[src/rtl/pokey_skstat_reg.sv]
// -----------------------------------------------------------------------------
// pokey_skstat_reg
//
// POKEY serial/keyboard status register (SKSTAT, read address $D20F).
// Holds three sticky error flags (framing error, keyboard overrun, serial input
// overrun) and registered copies of four live status levels. All of them are
// presented as an active-low 8-bit read value. State advances only on the
// 1.79 MHz enable strobe. A write to SKRES (addrAw) clears the sticky flags.
//
// Optional build macro:
//   SKSTAT_SYNC_IN_EN - when defined, kShift, keyDown, sdiBusy and siDelay each
//                       pass through a 2-flop clk-domain synchronizer before
//                       they are sampled on enn. When undefined, they are
//                       sampled directly.
//
// Ports:
//   clk        in   1  system clock; all state changes on the rising edge
//   reset      in   1  asynchronous, active-high reset
//   enn        in   1  one-clk-wide enable strobe; state updates only when high
//   sdiOvrun   in   1  serial data input overrun event
//   keyOvrun   in   1  keyboard overrun event
//   setFramer  in   1  serial framing error event
//   kShift     in   1  shift key held (level)
//   keyDown    in   1  key currently pressed (level)
//   sdiBusy    in   1  serial input shift register busy (level)
//   siDelay    in   1  delayed serial data input pin level
//   addrAw     in   1  SKRES write strobe; clears the sticky flags
//   Dout       out  8  SKSTAT read value (bits 7:1 active low, bit 0 = 1)
// -----------------------------------------------------------------------------
module pokey_skstat_reg (
    input  logic       clk,
    input  logic       reset,
    input  logic       enn,
    input  logic       sdiOvrun,
    input  logic       keyOvrun,
    input  logic       setFramer,
    input  logic       kShift,
    input  logic       keyDown,
    input  logic       sdiBusy,
    input  logic       siDelay,
    input  logic       addrAw,
    output logic [7:0] Dout
);

    // Sticky flags
    logic frame_err;
    logic key_ovr;
    logic sdi_ovr;

    // Registered live levels
    logic shift_lvl;
    logic key_lvl;
    logic busy_lvl;
    logic si_lvl;

    // Live inputs as seen by the enn sampling stage
    logic shift_in;
    logic key_in;
    logic busy_in;
    logic si_in;

`ifdef SKSTAT_SYNC_IN_EN
    // Two-stage synchronizers, bit order {si, busy, key, shift}.
    // Reset values match the idle level of each input (siDelay idles high).
    localparam logic [3:0] SYNC_RST = 4'b1000;

    logic [3:0] sync_q1;
    logic [3:0] sync_q2;

    always_ff @(posedge clk or posedge reset) begin
        if (reset) begin
            sync_q1 <= SYNC_RST;
            sync_q2 <= SYNC_RST;
        end else begin
            sync_q1 <= {siDelay, sdiBusy, keyDown, kShift};
            sync_q2 <= sync_q1;
        end
    end

    assign shift_in = sync_q2[0];
    assign key_in   = sync_q2[1];
    assign busy_in  = sync_q2[2];
    assign si_in    = sync_q2[3];
`else
    assign shift_in = kShift;
    assign key_in   = keyDown;
    assign busy_in  = sdiBusy;
    assign si_in    = siDelay;
`endif

    // Sticky flag update: an event sets the flag, otherwise SKRES clears it.
    // Set has priority, so a flag whose event coincides with SKRES stays set.
    function automatic logic sticky_next(input logic cur, input logic event_in,
                                         input logic clr);
        if (event_in)
            return 1'b1;
        else if (clr)
            return 1'b0;
        else
            return cur;
    endfunction

    // NOTE: state registers use non-blocking assignments so every flop samples
    // the pre-edge values of its neighbours regardless of statement order.
    always_ff @(posedge clk or posedge reset) begin
        if (reset) begin
            frame_err <= 1'b0;
            key_ovr   <= 1'b0;
            sdi_ovr   <= 1'b0;
            shift_lvl <= 1'b0;
            key_lvl   <= 1'b0;
            busy_lvl  <= 1'b0;
            si_lvl    <= 1'b1;
        end else if (enn) begin
            frame_err <= sticky_next(frame_err, setFramer, addrAw);
            key_ovr   <= sticky_next(key_ovr,   keyOvrun,  addrAw);
            sdi_ovr   <= sticky_next(sdi_ovr,   sdiOvrun,  addrAw);
            shift_lvl <= shift_in;
            key_lvl   <= key_in;
            busy_lvl  <= busy_in;
            si_lvl    <= si_in;
        end
    end

    // Read decode: purely combinational from registered state, so reset is
    // visible on Dout immediately. siLvl is the only non-inverted bit.
    assign Dout = {~frame_err, ~key_ovr, ~sdi_ovr, si_lvl,
                   ~shift_lvl, ~key_lvl, ~busy_lvl, 1'b1};

endmodule

[config.mk]
export PLATFORM = sky130hd
export DESIGN_NAME = pokey_skstat_reg
export DESIGN_NICKNAME = d
export VERILOG_FILES = /design/src/rtl/pokey_skstat_reg.sv
export SDC_FILE = /design/constraint.sdc
export NUM_CORES = 1
export LEC_CHECK = 0
export ABC_AREA = 1
export CORE_AREA = 2 2 39 41
export DETAILED_ROUTE_END_ITERATION = 8
export DIE_AREA = 0 0 41 43
export PLACE_DENSITY = 0.57
export SKIP_LAST_GASP = 1
export SYNTH_ARGS = -nofsm -noshare
export SYNTH_HDL_FRONTEND = slang
export SYNTH_SLANG_ARGS = --single-unit
[constraint.sdc]
create_clock -name clk -period 1.1 [get_ports clk]
set_clock_uncertainty 0.2 [all_clocks]
set_input_delay 0.165 -clock clk [delete_from_list [all_inputs] [get_ports clk]]
set_output_delay 0.165 -clock clk [all_outputs]
set_load 0.05 [all_outputs]
==> results.yml <==
pwr:
  p_leak_nw: 0.321
  p_sw_share_pct: 32.7
  clock_group_share_of_total_power_pct: 27.3
  pwr-share-comb_pct: 38.8
  intPower_w: 0.000602
  vdd.ir_drop.worst_mv: 0.458
  power.density_mw_per_mm2: 1380
  relative_contribution_of_sequential_cells_to_total_power_pct: 33.9
  netSwitchingPower_w: 0.000292
synthesis:
  synth_top_cell_area_share_pct: 46.5
  synth_fp_nets: 48
  synth_fa_ha_area_share_pct: 0
  avgSynthCellArea_um2: 8.72
  synth-compound-area-share_pct: 9.69
  count_of_flip_flops_with_a_built_in_enable_after_synthesis: 0
  synthMostInstantiatedCell: "sky130_fd_sc_hd__nand2_1"
  synth_cell_type_count: 10
  synth_top_family_by_area: "buffers and inverters"
  async_flop_share_pct: 100
  synth.cell_area_um2: 323
  synthTopCellsByArea: "sky130_fd_sc_hd__dfrtp_1, sky130_fd_sc_hd__nand2_1, sky130_fd_sc_hd__inv_1"
  synth_top_cells_by_count: "sky130_fd_sc_hd__nand2_1, sky130_fd_sc_hd__inv_1, sky130_fd_sc_hd__dfrtp_1, sky130_fd_sc_hd__o21ai_2, sky130_fd_sc_hd__buf_4"
  synth_seq_area_share_pct: 54.7
  synth_top_area_cell: "sky130_fd_sc_hd__dfrtp_1"
  synthesis.instances: 37
  synth_simple_gate_area_share_pct: 17.1
  yosys-mux-area-fraction_pct: 0
  ys_seq_elements: 7
  ys.warnings.count: 0
  postSynth.topFlopCell: "sky130_fd_sc_hd__dfrtp_1"
  synth_xor_area_share_pct: 0
min_path:
  hold_path.class: "input port to async pin"
floorplan:
  die_h_um: 43
  die_width_um: 41
  die_area_mm2: 0.00176
  initial_utilization_pct: 23.3
  io_pins: 19
  core_area_mm2: 0.00138
  floorplan.rows: 14
sta:
  hold_ws_ps: -61.5
  timing.fmax_ghz: 0.766
  drv_slew: 0
  fin_crit_period_ps: 1310
  final_critical_path_setup_slack_ps: -206
  grt_setup_unrepaired: "yes"
  timing.final.setup_violations: 7
  final_hold_vios: 6
  finalCritPeriodShare_pct: 119
drt:
  route.vias.total: 286
  via_per_inst: 3.62
  antenna_left: 0
  drt-initial-drc-count: 1
  dr.pass1.iters: 2
  wirelength_um: 679
  avgRoutedWirePerCell_um: 8.59
  drt_drc_violations_left: 0
finish:
  final_core_util_pct: 46.7
  footprint_of_the_multi_input_gates_um2: 90.1
  insertedDiodeCount: 0
  filler_cell_count: 138
  drive_gt1_share_pct: 46.0
  syn_to_final_growth_pct: 100
  seqCellArea_um2: 176
  post-route-cell-area_um2: 647
  fin_nets: 75
  instances_no_fill: 79
critical_path:
  r2r_slack_ps: 100
  crit_path_top_delay_cell: "sky130_fd_sc_hd__dfstp_2"
  critical_path.max_fanout: 2
  timing.critical_path.slowest_cell_delay_ps: 550
  bufs_and_invs_on_worst_path: 1
  critical_path.cell_chain: "buf_12"
  timing_worst_setup_path_type: "flop to output pin"
  required_ps: 730
  worst-endpoint-arrival_ps: 940
  cp-start-kind: "flop"
  setup.worst_path.end_class: "output pin"
  cp_top_family: "flip-flops"
grt:
  grt_antenna_before_repair: 0
  grt.total_usage_pct: 10.5
  first_global_vias: 296
  pin_count_of_the_biggest_net_entering_global_routing: 8
  grt.overflow.total: 0
  grt_first_pass_wirelength_um: 1150
placed_design:
  place_congestion: 0.560
  place.port_buffers: 17
  detailed_placement_wirelength_estimate_um: 502
  placed_cell_area_um2: 583
  inst_count_dp: 70
clock_network:
  worstSkewPairLatency_ps: 250
  cts_buffers: 3
  ctsRootBufferMaster: "sky130_fd_sc_hd__clkbuf_4"
  number_of_sinks_driven_by_the_clock_tree: 7
  htreeDepth: 1
  reg_clk_slew_reported_paths_ps: 60
  cts_tree: "done"
  clock_tree.buffer_depth: 2
run_status:
  outcome: "complete, but fails checks"
  violations: "hold timing, setup timing"
run:
  maxCapViolations: 0
cells by family after synthesis:
kind of cell	after synthesis
other	1
AO/OA/AOI/OAI	4
AND/OR/NAND/NOR	14
buffers and inverters	11
flip-flops	7
metal layers:
metal | track usage [%] | wire (um)
met5 | 0 | 0
met4 | 12.0 | 28
met2 | 12.5 | 284
met3 | 4.71 | 82
met1 | 12.2 | 284
power groups by stage:
stage	clock network, W	registers, W	logic [W]
floorplan	0	0.000300	0.000162
global placement	0	0.000304	0.000322
detailed placement	0	0.000305	0.000321
CTS	0.000254	0.000303	0.000341
global route	0.000265	0.000307	0.000367
finish	0.000244	0.000303	0.000347
timing repair:
action                                  in CTS  in global routing
setup buffers                                3                  2
pin swaps                                    0                  0
endpoints found under the setup margin       7                  7
hold endpoints to repair                     6                  6
resized for setup                            5                  0
path summary, 6_finish.rpt:
check                         from  cells after the start         to
hold / removal               reset                      2  frame_err
min in group clk           siDelay                      3     si_lvl
max in group asynchronous    reset                      2     si_lvl
setup / recovery            si_lvl                      1    Dout[4]
hold reg to reg             si_lvl                      2     si_lvl
setup reg to reg           key_lvl                      4    key_lvl
placed cells by master (no fill, tap or decap):
master	instances
sky130_fd_sc_hd__o21ai_2	3
sky130_fd_sc_hd__inv_1	2
sky130_fd_sc_hd__clkbuf_1	1
sky130_fd_sc_hd__o21ai_0	1
sky130_fd_sc_hd__clkdlybuf4s50_1	10
sky130_fd_sc_hd__clkbuf_4	3
sky130_fd_sc_hd__nand2_1	13
sky130_fd_sc_hd__nand2_2	1
sky130_fd_sc_hd__clkinvlp_4	1
sky130_fd_sc_hd__inv_2	5
sky130_fd_sc_hd__conb_1	1
sky130_fd_sc_hd__buf_4	8
sky130_fd_sc_hd__buf_12	7
sky130_fd_sc_hd__dfstp_2	1
sky130_fd_sc_hd__dfrtp_1	6
flip-flops by register name, summed over array words and instances, names as in the netlist:
signal	count
shift_lvl	1
si_lvl	1
sdi_ovr	1
key_lvl	1
frame_err	1
busy_lvl	1
key_ovr	1
per-stage QoR:
stage | setup TNS [ps] | setup slack [ps] | total power (W) | hold WS (ps)
3_3_place_gp | -1010 | -154 | 0.000626 | 216
2_1_floorplan | 0 | 14.2 | 0.000462 | -232
3_5_place_dp | -1110 | -167 | 0.000627 | 222
5_1_grt | -1120 | -229 | 0.000939 | -13.9
6_report | -885 | -206 | 0.000894 | -61.5
4_1_cts | -957 | -217 | 0.000898 | -60.7
cell type report:
class	instances	share of cell area (%)
inverters	8	5.22
clock buffers	4	4.06
multi-input cells	19	13.9
well taps	16	3.09
flip-flops and latches	7	27.3
repair buffers	25	46.4
No activity file was read; power rests on OpenSTA's default activity.
